--- config.mk ---
export PLATFORM = sky130hd
export DESIGN_NAME = seq_mult4
export DESIGN_NICKNAME = d
export VERILOG_FILES = /design/src/rtl/seq_mult4.sv
export SDC_FILE = /design/constraint.sdc
export NUM_CORES = 1
export LEC_CHECK = 0
export BUFFER_PORTS_ARGS = -buffer_cell sky130_fd_sc_hd__buf_2
export CAP_MARGIN = 30
export CELL_PAD_IN_SITES_DETAIL_PLACEMENT = 0
export CELL_PAD_IN_SITES_GLOBAL_PLACEMENT = 1
export CORE_ASPECT_RATIO = 0.9
export CORE_MARGIN = 2
export CORE_UTILIZATION = 40
export DETAILED_ROUTE_END_ITERATION = 6
export GPL_TIMING_DRIVEN = 0
export PLACE_DENSITY = 0.84
export SLEW_MARGIN = 25
export SYNTH_ARGS = -nofsm -noshare
export SYNTH_HDL_FRONTEND = slang
export SYNTH_SLANG_ARGS = --single-unit
--- constraint.sdc ---
create_clock -name clock -period 2.8 [get_ports clock]
set_input_delay 0 -clock clock [delete_from_list [all_inputs] [get_ports clock]]
set_output_delay 0 -clock clock [all_outputs]
set_load 0.02 [all_outputs]
--- src/rtl/seq_mult4.sv ---
// seq_mult4: sequential 4x4 unsigned shift-and-add multiplier sharing one
// 4-bit ripple-carry adder built from four fulladder cells.
// Latency: start accepted at E0, result and done pulse after E4, next accept at E6.
// Backpressure: none; start is only sampled in IDLE and is dropped otherwise.
//
// Ports:
//   clock   in   system clock, rising edge
//   resetn  in   asynchronous active-low reset
//   start   in   operation request, sampled only in IDLE
//   a       in   [3:0] multiplicand, captured on accepted start
//   b       in   [3:0] multiplier, captured on accepted start
//   product out  [7:0] result register (intermediate values visible during RUN)
//   busy    out  high while the four add/shift steps are running
//   done    out  one-cycle pulse when product holds the final result

// fulladder: one-bit full adder cell.
// Latency: combinational.
// Backpressure: none.
module fulladder (
  input  logic x,
  input  logic y,
  input  logic cin,
  output logic s,
  output logic cout
);

  assign s    = x ^ y ^ cin;
  assign cout = (x & y) | (cin & (x ^ y));

endmodule

// ripple_add4: 4-bit ripple-carry adder chained from fulladder cells.
// Latency: combinational.
// Backpressure: none.
module ripple_add4 (
  input  logic [3:0] x,
  input  logic [3:0] y,
  input  logic       cin,
  output logic [3:0] s,
  output logic       cout
);

  logic [4:0] carry;

  assign carry[0] = cin;

  for (genvar i = 0; i < 4; i++) begin : g_fa
    fulladder u_fa (
      .x    (x[i]),
      .y    (y[i]),
      .cin  (carry[i]),
      .s    (s[i]),
      .cout (carry[i+1])
    );
  end

  assign cout = carry[4];

endmodule

// seq_mult4: controller and register file around the shared adder.
// Latency: 4 cycles start-to-done, issue interval 6 cycles.
// Backpressure: start ignored (not queued) in RUN and DONE.
module seq_mult4 (
  input  logic       clock,
  input  logic       resetn,
  input  logic       start,
  input  logic [3:0] a,
  input  logic [3:0] b,
  output logic [7:0] product,
  output logic       busy,
  output logic       done
);

  typedef enum logic [1:0] {
    IDLE = 2'd0,
    RUN  = 2'd1,
    DONE = 2'd2
  } state_t;

  state_t     state;
  logic [3:0] mcand;
  logic [7:0] p;
  logic [1:0] cnt;
  logic       busy_q;
  logic       done_q;

  logic [3:0] hi;
  logic [3:0] lo;
  logic [3:0] sum;
  logic       carry;

  assign hi = p[7:4];
  assign lo = p[3:0];

  // The single adder: always hi + mcand; the step logic decides whether
  // its result is used or hi passes through unchanged.
  ripple_add4 u_add (
    .x    (hi),
    .y    (mcand),
    .cin  (1'b0),
    .s    (sum),
    .cout (carry)
  );

  // busy/done are kept as registers that track state so the outputs come
  // straight from flops rather than from a state decode.
  always_ff @(posedge clock or negedge resetn) begin
    if (!resetn) begin
      state  <= IDLE;
      mcand  <= 4'd0;
      p      <= 8'd0;
      cnt    <= 2'd0;
      busy_q <= 1'b0;
      done_q <= 1'b0;
    end else begin
      case (state)
        IDLE: begin
          if (start) begin
            mcand  <= a;
            p      <= {4'b0000, b};
            cnt    <= 2'd0;
            state  <= RUN;
            busy_q <= 1'b1;
            done_q <= 1'b0;
          end
        end

        RUN: begin
          // The upper half accumulates the partial sum; the lower half
          // shifts the multiplier out as the product bits shift in.
          if (lo[0]) begin
            p <= {carry, sum, lo[3:1]};
          end else begin
            p <= {1'b0, hi, lo[3:1]};
          end
          cnt <= cnt + 2'd1;
          if (cnt == 2'd3) begin
            state  <= DONE;
            busy_q <= 1'b0;
            done_q <= 1'b1;
          end
        end

        DONE: begin
          state  <= IDLE;
          done_q <= 1'b0;
        end

        default: begin
          state  <= IDLE;
          busy_q <= 1'b0;
          done_q <= 1'b0;
        end
      endcase
    end
  end

  assign product = p;
  assign busy    = busy_q;
  assign done    = done_q;

endmodule

==> results.toml, run 1 <==
[run_status]
status = "complete, no violations"

[floorplan]
die_w_microns = 53.6
coreArea_sq_um = 2140
die_height_microns = 48.7
die_area_sq_um = 2610
std_cell_rows = 16
num_io_pins = 21
start_util_pct = 41.4

[timing]
timing.setup.tns_ns = 0
finalHoldViolCount = 0
tightest_slew_ns = 0.393
period_needed_ns = 2.19
skew_ns = 0.0147
fmax_ghz = 0.457
worst_slew_margin_rel_pct = 73.7
grt_setup_unrepaired = "no"
setup_viol = 0
finalMaxSlewViolations = 0
timing.final.crit_share_pct = 78.2

[synthesis]
yosysWarnings = 0
synthesis.nets = 91
ys_seq_elements = 17
synth.distinct_cells = 22
ys_seq_area_share_pct = 48.0
syn_avg_cell_area_sq_um = 11.8
syn_inst = 75
syn-cell-area_sq_um = 887

[hold_path]
holdPathEnd = "product[0]$_DFFE_PN0P_"
hp-class = "in2reg"
whs_path_depth = 3
hp-start = "b[0]"

[setup_path]
end_kind = "register"
crit_required_ns = 2.97
cp_max_fo = 4
start_kind = "register"
rrSetupSlack_ns = 0.61
crit_arrival_ns = 2.36
worstRegToRegCells = 6
reg2reg_to = "product[6]$_DFFE_PN0P_"
r2r-start = "product[4]$_DFFE_PN0P_"
worst-setup-path-type = "reg2reg"

[clock_network]
numCtsBuffers = 3
clk_pin_slew_worst_paths_ns = 0.11
cts_root_buf = "clkbuf_4"
insertion_delay_ns = 0.29
clockBufferDepth = 2
cts.sinks = 17
cts_max_level = 1
post_cts_buffers = 0
cts_tree = "yes"

[drt]
ant_nets = 0
drt_wl_total_microns = 1560
vias = 642
viasPerCell = 4.83
drtIter0Drc = 10
drt_first_pass_iters = 4
drc_errors = 0
wl_per_cell_microns = 11.8

[global_route]
grt_pass1_vias = 619
grt_overflow = 0
grt_use_total_pct = 13.8
grt_max_degree = 18
antenna_found_initial = 0
grt_pass1_wl_microns = 2620

[finish]
fill_cells = 185
layout_common_cells = "buf_2, dfrtp_1, nand2_1"
final_common_cell = "buf_2"
syn2layout_area_growth_pct = 26.1
nets = 123
layout-drive-gt1-share_pct = 35.8
antennaDiodeCount = 0

[power]
leakage_uw = 0.000544
switchingPower_uw = 472
ir_worst_vdd_mv = 0.531
p_int_uw = 711
comb_power_share_pct = 51.9
p_total_uw = 1180
clkPwrFrac_pct = 11.0
sw_frac_of_total_pct = 39.9
power_frac_seq_pct = 37.1
p_per_area_nw_per_um2 = 1060

[place]
io_buffers = 20
gp_congestion = 0.673
hpwl_microns = 1100

[flow_run]
max-cap-violations = 0
cell type report:
cell class / count / area, sq um / share of cell area, %
clock buffer: 3 / 22.5 / 2.01
timing repair buffer: 27 / 170 / 15.2
clock inverter: 1 / 5.00 / 0.447
sequential: 17 / 425 / 38.0
buffer: 8 / 63.8 / 5.70
tap: 27 / 33.8 / 3.02
multi-input combinational: 47 / 387 / 34.6
inverter: 3 / 11.3 / 1.01
critical path: stages (launching register included):
cell	delay [ns]
dfrtp_1	0.42
ha_1	0.22
fa_1	0.37
fa_1	0.38
fa_1	0.44
mux2i_1	0.14
o22ai_1	0.09
power by group through the flow:
stage                     clock [uW]  combinational (uW)  sequential (uW)
after floorplan                    0                 431              478
after global placement             0                 598              444
after detailed placement           0                 614              446
after CTS                        137                 623              441
after global routing             146                 686              455
final                            130                 614              439
metrics by stage:
stage	hold slack, ns	instances	setup slack (ns)	cell area [sq um]	utilization [%]
after floorplan	-0.296	75	0.705	887	-
after global placement	-0.0565	122	0.636	1020	47.7
after detailed placement	-0.0521	122	0.635	1020	47.7
after CTS	0.0177	133	0.590	1120	52.2
after global routing	0.0244	133	0.513	1120	52.2
final	0.0178	133	0.610	1120	52.2
worst max-delay path by stage:
stage | slack (ns) | cells after the start | start | endpoint
final | 0.61 | 6 | product[4]$_DFFE_PN0P_ | product[6]$_DFFE_PN0P_
after global routing | 0.51 | 6 | product[4]$_DFFE_PN0P_ | product[6]$_DFFE_PN0P_
after detailed placement | 0.64 | 6 | product[4]$_DFFE_PN0P_ | product[6]$_DFFE_PN0P_
after floorplan | 0.70 | 6 | product[4]$_DFFE_PN0P_ | product[6]$_DFFE_PN0P_
after global placement | 0.64 | 6 | product[4]$_DFFE_PN0P_ | product[6]$_DFFE_PN0P_
after CTS | 0.59 | 6 | product[4]$_DFFE_PN0P_ | product[6]$_DFFE_PN0P_
synth_stat cells:
cell type / number / area [sq um]
a211oi_1: 1 / 7.51
a21oi_1: 1 / 5.00
a22oi_1: 3 / 22.5
buf_4: 5 / 37.5
buf_6: 2 / 22.5
clkbuf_1: 1 / 3.75
dfrtp_1: 17 / 425
fa_1: 3 / 60.1
ha_1: 2 / 25.0
inv_1: 3 / 11.3
mux2_4: 4 / 60.1
mux2i_1: 3 / 30.0
nand2_1: 10 / 37.5
nand2b_2: 1 / 8.76
nor2_1: 1 / 3.75
nor2b_1: 2 / 12.5
nor2b_4: 2 / 27.5
nor3_1: 1 / 5.00
nor4b_1: 1 / 8.76
o21ai_0: 4 / 20.0
o21bai_1: 2 / 15.0
o22ai_1: 6 / 37.5
state kept, by name, indices dropped and copies added (netlist names):
| signal | flops |
|---|---|
| product | 8 |
| cnt | 2 |
| busy | 1 |
| state | 2 |
| mcand | 4 |
cells by family (layout without fill, tap and decap cells):
kind of cell,after synthesis,count (layout),synth area share [%]
adder cells (fa/ha/maj),5,5,9.59
multiplexers,7,7,10.2
flip-flops,17,17,48.0
AO/OA/AOI/OAI,17,17,12.1
AND/OR/NAND/NOR,18,18,11.7
buffers and inverters,11,42,8.46
metal layers:
metal  track usage [%]  vias to the layer above  wire length [microns]  share of wire, %
met3              5.86                        2                    105               6.7
met2              21.2                       15                    753                48
li1                  -                      317                      -                 -
met5                 0                        -                      0                 0
met4              3.85                        0                     14              0.90
met1              17.5                      308                    689                44
what timing repair did:
action / CTS / global route
gates resized for setup: 0 / 0
setup endpoints to repair: 0 / 0
hold buffers: 7 / 0
endpoints found under the hold margin: 23 / 0
No activity file was read; power rests on OpenSTA's default activity.
==> run 2: changes to the inputs <==
--- a/config.mk
+++ b/config.mk
@@ -11,10 +11,10 @@
 export CELL_PAD_IN_SITES_GLOBAL_PLACEMENT = 1
 export CORE_ASPECT_RATIO = 0.9
 export CORE_MARGIN = 2
-export CORE_UTILIZATION = 40
+export CORE_UTILIZATION = 36
 export DETAILED_ROUTE_END_ITERATION = 6
 export GPL_TIMING_DRIVEN = 0
-export PLACE_DENSITY = 0.84
+export PLACE_DENSITY = 0.8
 export SLEW_MARGIN = 25
 export SYNTH_ARGS = -nofsm -noshare
 export SYNTH_HDL_FRONTEND = slang
==> constraint.sdc (replaced) <==
create_clock -name clock -period 1.8 [get_ports clock]
set_input_delay 0 -clock clock [delete_from_list [all_inputs] [get_ports clock]]
set_output_delay 0 -clock clock [all_outputs]
set_load 0.02 [all_outputs]
==> run 2 against run 1 <==
Effect of this change:
- critical path type unchanged
- clock skew down 0.0079 ns
- critical path depth unchanged
- maximum frequency up 5.4%
- register-to-register slack worse by 0.89 ns
- utilization down 4.6 points
- the flow now finishes with violations (negative setup slack)
- largest cell class unchanged
- die area up 10%
==> results.toml, run 2 (synthesized netlist as in run 1, its figures left out) <==
[run_status]
status = "complete, but fails checks"
failed_checks = "negative setup slack"

[place]
hpwl_microns = 1180
io_buffers = 20
gp_congestion = 0.747

[timing]
grt_setup_unrepaired = "yes"
period_needed_ns = 2.08
fin_ws_ns = -0.277
timing.final.crit_share_pct = 115
tightest_slew_ns = 0.400
worst_slew_margin_rel_pct = 73.3
finalMaxSlewViolations = 0
skew_ns = 0.00678
finalHoldViolCount = 0
timing.setup.tns_ns = -0.336
setup_viol = 2
fmax_ghz = 0.481

[drt]
vias = 654
drc_errors = 0
viasPerCell = 4.81
drt_first_pass_iters = 4
drtIter0Drc = 3
drt_wl_total_microns = 1710
wl_per_cell_microns = 12.6
ant_nets = 0

[setup_path]
crit_arrival_ns = 2.29
cp_max_fo = 2
end_kind = "register"
start_kind = "register"
crit_required_ns = 2.02
worst-setup-path-type = "reg2reg"

[power]
power_frac_seq_pct = 36.2
clkPwrFrac_pct = 11.1
ir_worst_vdd_mv = 0.764
p_int_uw = 1140
switchingPower_uw = 762
p_per_area_nw_per_um2 = 1660
leakage_uw = 0.000548
comb_power_share_pct = 52.7
p_total_uw = 1900
sw_frac_of_total_pct = 40.1

[finish]
largest_reg_flops = 8
final_common_cell = "buf_2"
fill_cells = 253
syn2layout_area_growth_pct = 29.1
layout-drive-gt1-share_pct = 40.7
nets = 125
layout_common_cells = "buf_2, dfrtp_1, nand2_1"
antennaDiodeCount = 0

[floorplan]
std_cell_rows = 17
num_io_pins = 21
die_w_microns = 56.3
start_util_pct = 36.9
die_area_sq_um = 2880
die_height_microns = 51.1
coreArea_sq_um = 2400

[flow_run]
max-cap-violations = 0

[clock_network]
cts.sinks = 17
cts_tree = "yes"
clockBufferDepth = 2
insertion_delay_ns = 0.29
cts_max_level = 1
clk_pin_slew_worst_paths_ns = 0.11
cts_root_buf = "clkbuf_4"
numCtsBuffers = 3

[global_route]
grt_max_degree = 18
antenna_found_initial = 0
grt_pass1_vias = 639
grt_use_total_pct = 13.3
grt_pass1_wl_microns = 2820
grt_overflow = 0

[hold_path]
hp-class = "in2reg"
[run 2: cell count changes in the layout (fill, tap and decap cells not counted)]
cell	previous run	this run
fa_1	3	0
fa_2	0	3
buf_4	5	7
ha_1	2	1
ha_2	0	1
[run 2: critical path, stage by stage (launching register included)]
cell and delay (ns):
dfrtp_1 0.39, ha_2 0.19, fa_2 0.33, fa_2 0.35, fa_2 0.53, mux2i_1 0.07
o22ai_1 0.13
[run 2: routing by layer]
| metal | wire (microns) | up-vias | global-route usage, % |
|---|---|---|---|
| li1 | - | 322 | - |
| met1 | 756 | 317 | 15.3 |
| met2 | 867 | 13 | 22.2 |
| met3 | 63 | 2 | 3.29 |
| met4 | 25 | 0 | 8.33 |
| met5 | 0 | - | 0 |
[run 2: path summary, 6_finish.rpt]
| check | slack (ns) | cells past startpoint | end | from |
|---|---|---|---|---|
| setup / recovery | -0.28 | 6 | product[6]$_DFFE_PN0P_ | product[4]$_DFFE_PN0P_ |
| hold / removal | 0.03 | 3 | product[0]$_DFFE_PN0P_ | b[0] |
| setup reg to reg | -0.28 | 6 | product[6]$_DFFE_PN0P_ | product[4]$_DFFE_PN0P_ |
| hold reg to reg | 0.51 | 1 | cnt[0]$_DFFE_PN0P_ | cnt[0]$_DFFE_PN0P_ |
| max in group asynchronous | 1.37 | 2 | product[6]$_DFFE_PN0P_ | resetn |
| min in group asynchronous | 0.15 | 2 | product[3]$_DFFE_PN0P_ | resetn |
[run 2: cell type report]
cell class                      count  area [sq um]  area share (%)
Tap cell                           28          35.0            3.06
Buffer                              8          63.8            5.57
Inverter                            3          11.3           0.984
Multi-Input combinational cell     47           397            34.6
Timing Repair Buffer               29           185            16.2
Clock inverter                      1          5.00           0.437
Clock buffer                        3          22.5            1.97
Sequential cell                    17           425            37.2
[run 2: per-stage QoR]
stage | hold slack, ns | cells | instance area, sq um | worst slack [ns] | util (%)
3_5_place_dp | -0.0524 | 123 | 1030 | -0.258 | 42.8
5_1_grt | 0.0235 | 136 | 1140 | -0.337 | 47.6
3_3_place_gp | -0.0549 | 123 | 1030 | -0.246 | 42.8
4_1_cts | 0.0325 | 135 | 1130 | -0.249 | 47.2
6_report | 0.0278 | 136 | 1140 | -0.277 | 47.6
2_1_floorplan | -0.296 | 75 | 895 | -0.193 | -
[run 2: what timing repair did]
action                                  CTS  global route
hold buffers                              7             0
endpoints found under the hold margin    23             0
setup buffers                             1             1
endpoints found under the setup margin    2             3
resized for setup                         0             1
[run 2: power by group through the flow]
stage / Sequential (uW) / Combinational [uW] / Clock (uW)
after CTS: 692 / 994 / 218
final: 689 / 1000 / 211
after global placement: 697 / 936 / 0
after detailed placement: 704 / 962 / 0
after floorplan: 748 / 677 / 0
after global routing: 717 / 1110 / 229
==> run 3: changes to the inputs <==
--- a/config.mk
+++ b/config.mk
@@ -5,16 +5,17 @@
 export SDC_FILE = /design/constraint.sdc
 export NUM_CORES = 1
 export LEC_CHECK = 0
+export ABC_AREA = 1
 export BUFFER_PORTS_ARGS = -buffer_cell sky130_fd_sc_hd__buf_2
 export CAP_MARGIN = 30
 export CELL_PAD_IN_SITES_DETAIL_PLACEMENT = 0
 export CELL_PAD_IN_SITES_GLOBAL_PLACEMENT = 1
 export CORE_ASPECT_RATIO = 0.9
 export CORE_MARGIN = 2
-export CORE_UTILIZATION = 36
+export CORE_UTILIZATION = 34
 export DETAILED_ROUTE_END_ITERATION = 6
 export GPL_TIMING_DRIVEN = 0
-export PLACE_DENSITY = 0.8
+export PLACE_DENSITY = 0.81
 export SLEW_MARGIN = 25
 export SYNTH_ARGS = -nofsm -noshare
 export SYNTH_HDL_FRONTEND = slang
==> run 3 against run 2 <==
Effect of this change:
- the run still ends with negative setup slack left
- maximum frequency is 2.4% higher
- setup slack improved by 0.048 ns
- combinational power shrank 11%
- utilization decreased by 1.4 points
- global-route usage decreased by 0.081 points
- wire length about the same
- non-clock buffer count shrank 4
- synthesized area down 3.1%
- sequential cell count is the same
- largest power group unchanged
- total power fell by 5.3%
- sequential share of layout area up 0.79 points
- cell area fell by 2.1%
==> results.toml, run 3 <==
[drt]
ant_nets = 0
drt_wl_total_microns = 1710
wl_per_cell_microns = 10.8
vias = 708
drt_first_pass_iters = 4
drtIter0Drc = 6
viasPerCell = 4.45
drc_errors = 0

[synthesis]
yosysWarnings = 0
yosys-top-cells-count = "nand2_1, dfrtp_1, inv_1"
syn_inst = 98
ys_top_cells_by_area = "dfrtp_1, nand2_1, fa_1, inv_1, o21ai_0"
yosysMostFrequentCell = "nand2_1"
synth-main-ff-cell = "dfrtp_1"
synthesis.nets = 114
synth-async-reset-ratio_pct = 100
syn-cell-area_sq_um = 860
ys_seq_elements = 17
ys_seq_area_share_pct = 49.5
syn_avg_cell_area_sq_um = 8.77
synth_top_area_share_pct = 49.5
synth.distinct_cells = 17
synth_edf_count = 0
synth_area_leader_cell = "dfrtp_1"

[flow_run]
max-cap-violations = 0

[timing]
finalMaxSlewViolations = 0
worst_slew_margin_rel_pct = 74.4
setup_viol = 2
finalHoldViolCount = 0
tightest_slew_ns = 0.384
fmax_ghz = 0.493
skew_ns = 0.00165
timing.final.crit_share_pct = 113
timing.setup.tns_ns = -0.306
period_needed_ns = 2.03
fin_ws_ns = -0.229
grt_setup_unrepaired = "yes"

[floorplan]
die_height_microns = 51.7
coreArea_sq_um = 2420
die_w_microns = 57
num_io_pins = 21
start_util_pct = 35.4
std_cell_rows = 17
die_area_sq_um = 2950

[clock_network]
clockBufferDepth = 2
clk_pin_slew_worst_paths_ns = 0.10
cts.sinks = 17
numCtsBuffers = 3
insertion_delay_ns = 0.29
cts_root_buf = "clkbuf_4"
cts_tree = "yes"
cts_max_level = 1

[finish]
nets = 148
layout_common_cells = "nand2_1, buf_2, dfrtp_1"
multi_input_area_sq_um = 367
final_common_cell = "nand2_1"
antennaDiodeCount = 0
layout-drive-gt1-share_pct = 32.1
largest_reg_flops = 8
final_core_util_pct = 46.2
fill_cells = 257
layoutNonFillerInstCount = 159
syn2layout_area_growth_pct = 30.4
seqCellArea_sq_um = 425

[setup_path]
crit_arrival_ns = 2.21
worst_path_max_delay_cell = "dfrtp_1"
path_common_cell = "fa_2"
crit_buf_inv = 0
max_stage_delay_ns = 0.41
path_delay_family = "adder cells"
end_kind = "register"
cp_max_fo = 2
crit_required_ns = 1.98
start_kind = "register"
worst-setup-path-type = "reg2reg"
worstPathCellList = "ha_2 > fa_2 > fa_2 > fa_2 > o211ai_1 > o21ai_1"

[hold_path]
hp-class = "in2reg"

[global_route]
grt_overflow = 0
antenna_found_initial = 0
top_usage_layer = "met2"
grt_use_total_pct = 13.2
use_met3_pct = 2.49
grt_pass1_vias = 673
grt_max_degree = 18
grt_util_met2_pct = 20.5
grt_use_met1_pct = 17.5
grt_pass1_wl_microns = 2920

[run_status]
status = "complete, but fails checks"
failed_checks = "negative setup slack"

[place]
gp_congestion = 0.784
dp.cells = 146
hpwl_microns = 1210
io_buffers = 20
place_ws_ns = -0.253

[power]
ir_worst_vdd_mv = 0.796
p_total_uw = 1800
p_per_area_nw_per_um2 = 1610
leakage_uw = 0.000599
[run 3: changes by cell type in the layout (fill, tap and decap cells not counted), moves of 3 or more]
| cell | change |
|---|---|
| inv_2 | +4 |
| a22oi_1 | -3 |
| inv_1 | +7 |
| o21ai_0 | +3 |
| mux2i_1 | -3 |
| nand2_1 | +24 |
| o22ai_1 | -6 |
| o21ai_1 | +7 |
| mux2_4 | -4 |
[run 3: repair_timing]
| action | CTS | global route |
|---|---|---|
| hold buffers | 7 | 0 |
| endpoints found under the setup margin | 2 | 2 |
| hold endpoints to repair | 23 | 0 |
| resized for setup | 1 | 0 |
| setup buffers | 1 | 1 |
[run 3: worst register-to-register path, cell delays in order (launching register included)]
cell and delay [ns]:
dfrtp_1 0.41, ha_2 0.18, fa_2 0.34, fa_2 0.35
fa_2 0.41, o211ai_1 0.16, o21ai_1 0.08
[run 3: path summary, 6_finish.rpt]
check,slack (ns),cells past startpoint,endpoint,from
max,-0.23,6,product[6]$_DFFE_PN0P_,product[4]$_DFFE_PN0P_
min,0.005,5,product[1]$_DFFE_PN0P_,b[1]
max reg2reg,-0.23,6,product[6]$_DFFE_PN0P_,product[4]$_DFFE_PN0P_
min reg2reg,0.49,2,cnt[1]$_DFFE_PN0P_,cnt[1]$_DFFE_PN0P_
max in group asynchronous,1.38,2,product[6]$_DFFE_PN0P_,resetn
min in group asynchronous,0.15,2,state[1]$_DFFE_PN0P_,resetn
[run 3: layer usage]
layer	wire length (microns)	vias to the layer above	share of wire, %
li1	-	371	-
met1	843	325	49
met2	796	10	46
met3	59	2	3.4
met4	13	0	0.76
met5	0	-	0
[run 3: layout make-up]
cell class                 count  area share [%]
buffer                         4            2.68
clock buffer                   4            2.34
inverter                      14            4.69
multi-input combinational     63            32.7
sequential                    17            37.9
tap                           28            3.12
timing repair buffer          29            16.5
[run 3: through the flow]
stage,hold slack (ns),cell area (sq um)
finish,0.00544,1120
global route,0.0107,1120
CTS,0.00630,1110
detailed placement,-0.0505,1000
global placement,-0.0531,1000
floorplan,-0.296,870
[run 3: report_power, final]
part | switching, uW | total (uW) | internal [uW]
Clock | 124 | 210 | 86.1
Combinational | 533 | 893 | 361
Sequential | 148 | 696 | 548
[run 3: kinds of logic (layout without fill, tap and decap cells)]
kind of cell | count (synthesis) | in the layout | share of synthesized area (%)
compound gates | 18 | 18 | 11.5
flops | 17 | 17 | 49.5
fa+ha+maj | 5 | 5 | 9.90
simple gates | 40 | 40 | 19.5
buf+inv | 18 | 51 | 9.61
